**config.mk**
```make
export PLATFORM = sky130hd
export DESIGN_NAME = arith_test_sequencer
export DESIGN_NICKNAME = d
export VERILOG_FILES = /design/src/rtl/arith_test_sequencer.sv
export SDC_FILE = /design/constraint.sdc
export NUM_CORES = 1
export LEC_CHECK = 0
export ABC_AREA = 0
export CORE_ASPECT_RATIO = 1.5
export CORE_UTILIZATION = 50
export CTS_CLUSTER_SIZE = 40
export DETAILED_ROUTE_END_ITERATION = 6
export PLACE_DENSITY = 0.78
export SKIP_LAST_GASP = 1
export SLEW_MARGIN = 5
export SYNTH_ARGS = -nofsm -noshare
export SYNTH_HDL_FRONTEND = slang
export SYNTH_SLANG_ARGS = --single-unit
```
**constraint.sdc**
```tcl
create_clock -name pll_clock -period 2.2 [get_ports pll_clock]
set_input_delay 0.22 -clock pll_clock [delete_from_list [all_inputs] [get_ports pll_clock]]
set_output_delay 0.22 -clock pll_clock [all_outputs]
set_load 0.02 [all_outputs]
```
**src/rtl/arith_test_sequencer.sv**
```systemverilog
// Purpose: issues operand reads interleaved over LANES banks and replays them LATENCY cycles later as result writes (optional feature macro: ATS_STALL_EN).
// Latency: r_en one cycle after start acceptance; w_* trails r_* by exactly LATENCY cycles; done one cycle after the last w_en.
// Backpressure: with ATS_STALL_EN, stall pauses issue in ISSUE only; start is ignored while a run is in progress.
module arith_test_sequencer #(
    parameter int ADDR_WIDTH = 11,
    parameter int LANES      = 2,
    parameter int LATENCY    = 5,
    localparam int LW        = (LANES > 1) ? $clog2(LANES) : 1,
    localparam int NW        = ADDR_WIDTH + LW + 1
) (
    input  logic                  pll_clock,
    input  logic                  resetn,
    input  logic                  start,
    input  logic                  abort,
    input  logic [NW-1:0]         num_vectors,
`ifdef ATS_STALL_EN
    input  logic                  stall,
`endif
    output logic                  busy,
    output logic                  done,
    output logic                  aborted,
    output logic                  r_en,
    output logic [LW-1:0]         r_lane,
    output logic [ADDR_WIDTH-1:0] r_addr,
    output logic                  w_en,
    output logic [LW-1:0]         w_lane,
    output logic [ADDR_WIDTH-1:0] w_addr,
    output logic [31:0]           cycle_count
);

    localparam int LB = $clog2(LANES);
    localparam int DW = $clog2(LATENCY + 1);
    localparam logic [NW-1:0] MAX_VEC = NW'(LANES) << ADDR_WIDTH;

    localparam logic [1:0] IDLE  = 2'd0;
    localparam logic [1:0] ISSUE = 2'd1;
    localparam logic [1:0] DRAIN = 2'd2;
    localparam logic [1:0] DONE  = 2'd3;

    typedef struct packed {
        logic                  en;
        logic [LW-1:0]         lane;
        logic [ADDR_WIDTH-1:0] addr;
    } port_t;

    logic [1:0]      state_q;
    logic [NW-1:0]   idx_q;
    logic [NW-1:0]   nv_q;
    logic [DW-1:0]   drain_q;
    logic [LW-1:0]   idx_lane;
    logic [ADDR_WIDTH-1:0] idx_addr;
    logic            stall_act;
    logic            abort_act;
    port_t           pipe_q [LATENCY];

`ifdef ATS_STALL_EN
    assign stall_act = stall;
`else
    assign stall_act = 1'b0;
`endif

    // Abort only matters once a run has been accepted; in IDLE it is a no-op.
    assign abort_act = abort && (state_q != IDLE);

    generate
        if (LANES == 1) begin : g_one_lane
            assign idx_lane = '0;
            assign idx_addr = idx_q[ADDR_WIDTH-1:0];
        end else begin : g_multi_lane
            assign idx_lane = idx_q[LW-1:0];
            assign idx_addr = idx_q[LB +: ADDR_WIDTH];
        end
    endgenerate

    always_ff @(posedge pll_clock or negedge resetn) begin
        if (!resetn) begin
            state_q     <= IDLE;
            idx_q       <= '0;
            nv_q        <= '0;
            drain_q     <= '0;
            busy        <= 1'b0;
            done        <= 1'b0;
            aborted     <= 1'b0;
            r_en        <= 1'b0;
            r_lane      <= '0;
            r_addr      <= '0;
            cycle_count <= '0;
        end else if (abort_act) begin
            state_q <= IDLE;
            busy    <= 1'b0;
            done    <= 1'b0;
            aborted <= 1'b1;
            r_en    <= 1'b0;
            r_lane  <= '0;
            r_addr  <= '0;
        end else begin
            done   <= 1'b0;
            r_en   <= 1'b0;
            r_lane <= '0;
            r_addr <= '0;
            if (busy && (cycle_count != 32'hFFFF_FFFF))
                cycle_count <= cycle_count + 32'd1;
            case (state_q)
                IDLE: begin
                    if (start) begin
                        aborted     <= 1'b0;
                        cycle_count <= '0;
                        idx_q       <= '0;
                        drain_q     <= '0;
                        if (num_vectors == '0) begin
                            done <= 1'b1;
                        end else begin
                            state_q <= ISSUE;
                            nv_q    <= (num_vectors > MAX_VEC) ? MAX_VEC : num_vectors;
                        end
                    end
                end
                ISSUE: begin
                    busy <= 1'b1;
                    if (!stall_act) begin
                        r_en   <= 1'b1;
                        r_lane <= idx_lane;
                        r_addr <= idx_addr;
                        idx_q  <= idx_q + NW'(1);
                        if (idx_q == nv_q - NW'(1))
                            state_q <= DRAIN;
                    end
                end
                DRAIN: begin
                    // The last read reaches the write port LATENCY edges after ISSUE ends.
                    busy <= 1'b1;
                    if (drain_q == DW'(LATENCY - 1))
                        state_q <= DONE;
                    else
                        drain_q <= drain_q + DW'(1);
                end
                DONE: begin
                    busy    <= 1'b0;
                    done    <= 1'b1;
                    state_q <= IDLE;
                end
                default: state_q <= IDLE;
            endcase
        end
    end

    // Write port is the read port shifted LATENCY cycles, gaps included.
    always_ff @(posedge pll_clock or negedge resetn) begin
        if (!resetn) begin
            for (int k = 0; k < LATENCY; k++)
                pipe_q[k] <= '0;
        end else if (abort_act) begin
            for (int k = 0; k < LATENCY; k++)
                pipe_q[k] <= '0;
        end else begin
            pipe_q[0] <= {r_en, r_lane, r_addr};
            for (int k = 1; k < LATENCY; k++)
                pipe_q[k] <= pipe_q[k-1];
        end
    end

    assign w_en   = pipe_q[LATENCY-1].en;
    assign w_lane = pipe_q[LATENCY-1].lane;
    assign w_addr = pipe_q[LATENCY-1].addr;

endmodule

```
======== Word level (Yosys, flattened, before mapping) ========
Cells that the tools add are included.
cells by class
  eq/ne operators ......................... 12
  $mul .................................... 0
  reduce and logical (&&, ||, !) cells .... 16
  add/sub/neg operators ................... 4
  multiplexer cells ....................... 31
  bitwise operators ....................... 2
  magnitude comparators ................... 1
  div/mod/pow operators ................... 0
  shift-type cells ........................ 0
operators by type and width
  operator               count
  $mux 32                3
  $mux 65                1
  $add 32x1->32 const B  1
  $ne 32x32->1 const B   1
  $mux 13                2
  $pmux 13 s2            1
  $mux 11                2
  $add 13x1->13 const B  1
  $eq 13x13->1           1
  $gt 13x13->1 const B   1
  $logic_not 13->1       1
  $sub 13x1->13 const B  1
  $ne 3x3->1 const B     4
  $reduce_and 4->1       3
  $mux 1                 11
  $mux 2                 5
  $reduce_bool 2->1      5
  $pmux 2 s4             1
  $mux 3                 2
  $pmux 3 s2             1
  $eq 2x2->1 const B     2
  $ne 2x2->1 const B     2
  $pmux 1 s2             2
  $add 3x1->3 const B    1
  9 further kinds        11
storage, ports and cells
  RAM bits ................................ 0
  bits in latches ......................... 0
  ROM bits ................................ 0
  memories ................................ 0
  bits of input ports ..................... 17
  register bits after elaboration ......... 144
  logic and storage cells ................. 92

======== Longest topological paths before layout ========
Gate-level depths: netlist of the first run.
  word-level depth ........................ 5
  gate-level depth with buffers ........... 9
  depth with buffers taken out ............ 8

======== Worst setup path before layout of the first run ========
Ideal clock, no wire load.
  kind .................................... reg2reg
  start point ............................. register cycle_count[0]
  end point ............................... register cycle_count[25]
  library setup time ...................... 132 ps
  path buffers ............................ 2
  slack ................................... -78 ps
  data arrival time ....................... 2146 ps
  clock period less this slack ............ 2278 ps
  cell stages (with the launch flop) ...... 10
  path through ............................ dfrtp_1 ha_1 and3_1 nor3b_1 nor4bb_1 clkbuf_1 buf_2 nand4b_1 xor2_1 nor2_1
on the way
  word-level cells in the longest chain between the ends .. 5
  elaborated cells between the ends (all ways) .. 6
  classes of those cells .................. add/sub (1); eq/ne (1); mux (3); reduce/logical (1)
ends and longest elaborated chain
  item                                                   RTL line  RTL
  start: declaration                                     28        output logic [31:0] cycle_count
  start signal: assignment                               102       cycle_count <= cycle_count + 32'd1;
  branches (longest 2 deep; another with $add 32x1->32)  n/a
  $mux 32 *                                              101       if (busy && (cycle_count != 32'hFFFF_FFFF))
  $mux 32                                                105       if (start) begin
  $mux 32 *                                              103       case (state_q)
Every way passes the cells marked *.
A chain may end at the register's enable or synchronous reset.

======== Worst setup path in the final report of the first run ========
  start point ............................. register nv_q[3]
  end point ............................... register state_q[1]
on the way
  word-level cells in the longest chain between the ends .. 4
ends and longest elaborated chain
  item                               RTL line  RTL
  start: declaration                 48        logic [NW-1:0] nv_q;
  start signal: assignment           114       nv_q <= (num_vectors > MAX_VEC) ? MAX_VEC : num_vectors;
  $sub 13x1->13                      125       if (idx_q == nv_q - NW'(1))
  $eq 13x13->1                       125
  $ne 3x3->1 (no source line)        n/a
  $reduce_and 4->1 (no source line)  n/a
  end signal: assignment             126       state_q <= DRAIN;
  end signal: assignment             133       state_q <= DONE;
  end signal: assignment             140       state_q <= IDLE;
  end: declaration                   46        logic [1:0] state_q;
No other way between the ends.

==> metrics.md, run 1 <==
| Metric | Value |
|---|---|
| Worst slew pin tran | `0.575 ns` |
| Setup TNS Final | `0 ns` |
| DRC marker count from the first detailed-route iteration | `212` |
| Residual antenna-violating net count after detailed routing | `0` |
| Total global routing overflow | `0` |
| Final Max Slew Viols | `0` |
| Startpoint of the worst register-to-register path | `nv_q[3]` |
| Sinks on Clock Net | `144` |
| Post-detailed-route via-to-cell ratio | `5.48` |
| Leak pwr | `3.86 nW` |
| Total CTS buffers | `17` |
| Sort of element at the start of the critical path | `flop` |
| Worst-path cell chain | `or4_4, nor3_4, o211ai_1, o211ai_1, a31oi_1, or3b_1` |
| Asr flop ratio synth | `1.00` |
| Worst max-slew margin expressed relative to the limit | `0.616` |
| Setup slack after layout | `0.0310 ns` |
| Sequential share of the synthesized area | `0.554` |
| Final routed wirelength across all metal layers | `14300 um` |
| Number of distinct library cell variants in the gate-level netlist after synthesis | `55` |
| Final setup skew | `0.0119 ns` |
| Initial core utilization | `0.517` |
| Remaining routing DRC violations | `0` |
| Reg-to-reg slack, setup | `0.03 ns` |
| Fmax achieved | `461 MHz` |
| Tot GR Track Use | `0.230` |
| Time the final worst path needs with I/O delays and setup | `2.17 ns` |
| Area of combinational cells with multiple inputs | `0.00279 sq mm` |
| Via count | `4974` |
| Endpoint of the worst-slack reg-to-reg timing path | `state_q[1]` |
| Row Count | `50` |
| Iteration count of the initial detailed-routing pass | `5` |
| Power density relative to cell area | `1050 mW/mm^2` |
| Area leader, netlist | `dfrtp_1` |
| Fraction of final layout cells with drive strength greater than 1 | `0.141` |
| Maximum number of pins on one net before global-route repair | `65` |
| Sequential cell area | `0.00360 sq mm` |
| Most prevalent standard cell on the critical path | `o211ai_1` |
| DIE AREA | `0.0135 sq mm` |
| First-pass GRT wire length | `23700 um` |
| Critical path required time | `2.49 ns` |
| Result of the run | `finished clean` |
| Synthesis warning total | `0` |
| Arrival @ worst endpoint | `2.46 ns` |
| Number of hold violations in the final report | `0` |
| Top-area cell type share of the netlist area | `0.554` |
| Maximum root-to-sink buffer count | `2` |
| Depth of the most critical reg-to-reg path | `6` |
| Placed Area | `0.00768 sq mm` |
| Boundary pin count | `78` |
| Dpl hpwl | `9900 um` |
| Syn_nets | `657` |
| Critical-path cell with the highest stage delay | `or4_4` |
| Number of antenna violations at the first check in global routing | `0` |
| Post-route clock period utilization | `0.986` |
| Worst supply voltage drop on vdd | `0.619 mV` |
| Setup Viol. Count Final | `0` |
| Final design area excluding fillers | `0.00838 sq mm` |
| Unrepaired setup endpoints after global routing | `yes` |
| Fin nets | `766` |
| Final std cells w/o fill | `907` |
| Vias in the first global route | `5203` |
| Max incr delay on CP | `0.57 ns` |
| Critical path fanouts, max | `4` |
| CTS H-tree lvls | `4` |
| Average instance area after synthesis | `10.3 sq um` |
| Count of buffers from port buffering | `77` |
| CORE AREA | `0.0126 sq mm` |
| Main flop type after synthesis | `dfrtp_1` |
| Synth Instances | `630` |
| Element type at the critical path end | `flop` |
| Clock-pin slew on the worst setup and hold paths | `0.06 ns` |
| Top cells by area in the synthesized netlist | `dfrtp_1 55%, and2_1 6.4%, xnor2_1 3.8%, nand2_1 3.5%, nor2_1 3.3%` |
| Final core utilization | `0.667` |
| Die X-Extent | `95.1 um` |
| Syn Std Cell Area | `0.00650 sq mm` |
| Critical path class | `reg -> reg` |
| Buffer type at the clock tree root | `clkbuf_16` |
| Vert. Die Dim | `142 um` |
| Layout filler cell count | `961` |
| Number of enable-type register cells in the synthesized netlist | `0` |
| Number of buffers inserted by post-CTS setup repair | `0` |
| Final Total Pwr | `8.77 mW` |
| Cell count after placement | `875` |
| Hold Path Class | `in -> async` |
| WL per Instance | `15.7 um` |
| Max-cap violations | `0` |
| Synth Register Bits | `144` |
| Antenna diode count | `0` |
| Clock tree from TritonCTS | `done` |
| Insertion delay of the later-clocked pin in the worst-skew pair | `0.41 ns` |
| Layout overhead on the synthesized area | `29.0%` |
| GP Congestion | `0.908` |
| Pre-CTS worst setup slack | `-0.0792 ns` |
| Hold Worst Slack | `0.356 ns` |
==> cell families (layout without fill, tap and decap cells) <==
group                    Yosys count  in the layout  share of synthesized area
AND/OR/NAND/NOR                  318            318                      0.264
multiplexers                       2              2                    0.00308
XOR/XNOR                          46             46                     0.0620
flip-flops                       144            144                      0.554
AO/OA/AOI/OAI                     64             64                     0.0637
adder cells (fa/ha/maj)           10             10                     0.0192
buffers and inverters             46            167                     0.0333
==> registers in the layout, indices dropped and copies added (netlist names), 2 cells and up <==
name         cells
pipe_q          52
cycle_count     32
idx_q           13
nv_q            13
r_addr          11
w_addr          11
drain_q          3
state_q          2
==> worst max-delay path by stage <==
stage                    from         endpoint  depth (start not counted)
6_report              nv_q[3]       state_q[1]                          6
5_1_grt               nv_q[1]       state_q[1]                          9
4_1_cts               nv_q[0]       state_q[1]                          9
3_5_place_dp          nv_q[0]       state_q[1]                          9
3_3_place_gp   num_vectors[0]       state_q[1]                          7
2_1_floorplan  cycle_count[0]  cycle_count[25]                          9
==> worst max-delay path, delay by kind of cell (launching register included) <==
kind / cells / cell delay, ns
compound gates: 3 / 0.57
flops: 1 / 0.38
simple gates: 3 / 1.09
==> cell type report <==
type / instances / area share
Multi-Input combinational cell: 440 / 0.332
Tap cell: 156 / 0.0233
Clock buffer: 17 / 0.0507
Inverter: 11 / 0.00492
Sequential cell: 144 / 0.430
Clock inverter: 14 / 0.0213
Timing Repair Buffer: 125 / 0.138
==> synth_stat cells (all sizes together) (4+ instances only) <==
cell,instances
o211ai,4
xnor2,28
nand2,61
o21ai,21
nor4,10
and2,67
nand2b,12
buf,14
nand3b,8
ha,10
nor3,19
clkbuf,21
dfrtp,144
or3,12
inv,11
nor2b,6
a31oi,5
xor2,18
nand4,7
nand3,21
and3,19
nor2,57
a21oi,16
==> timing repair <==
| action | in CTS | in global routing |
|---|---|---|
| setup endpoints to repair | 3 | 22 |
| gates resized for setup | 6 | 16 |
| hold buffers | 1 | 0 |
| pin swaps | 3 | 8 |
| hold endpoints to repair | 59 | 0 |
==> cells in the final DEF, fill, tap and decap left out, types with 17 or more instances in the layout <==
| cell type | instances |
|---|---|
| xnor2_1 | 27 |
| and3_1 | 19 |
| nor2_1 | 57 |
| nand2_1 | 61 |
| o21ai_0 | 21 |
| clkbuf_16 | 17 |
| dfrtp_1 | 144 |
| xor2_1 | 18 |
| buf_4 | 44 |
| nand3_1 | 21 |
| and2_1 | 66 |
| clkdlybuf4s50_1 | 76 |
==> power by group <==
part | total (mW) | internal [mW] | switching (mW) | leakage, nW
clock network | 2.93 | 1.80 | 1.13 | 0.293
logic | 2.67 | 1.15 | 1.52 | 1.59
registers | 3.17 | 2.91 | 0.256 | 1.98
==> per-layer routing <==
layer	vias to the layer above	share of wire	wire length, um	GRT usage
met5	-	0	0	0
met4	0	0.030	435	0.108
met3	38	0.033	475	0.0456
met2	150	0.57	8090	0.426
met1	2439	0.37	5270	0.241
li1	2347	-	-	-
No activity file was read; power rests on OpenSTA's default activity.
==> run 2, diff against run 1 <==
--- a/config.mk
+++ b/config.mk
@@ -12,7 +12,6 @@
 export DETAILED_ROUTE_END_ITERATION = 6
 export PLACE_DENSITY = 0.78
 export SKIP_LAST_GASP = 1
-export SLEW_MARGIN = 5
 export SYNTH_ARGS = -nofsm -noshare
 export SYNTH_HDL_FRONTEND = slang
 export SYNTH_SLANG_ARGS = --single-unit
==> results of run 2 <==
The final DEF is identical to that of run 1; final timing and power are the same.
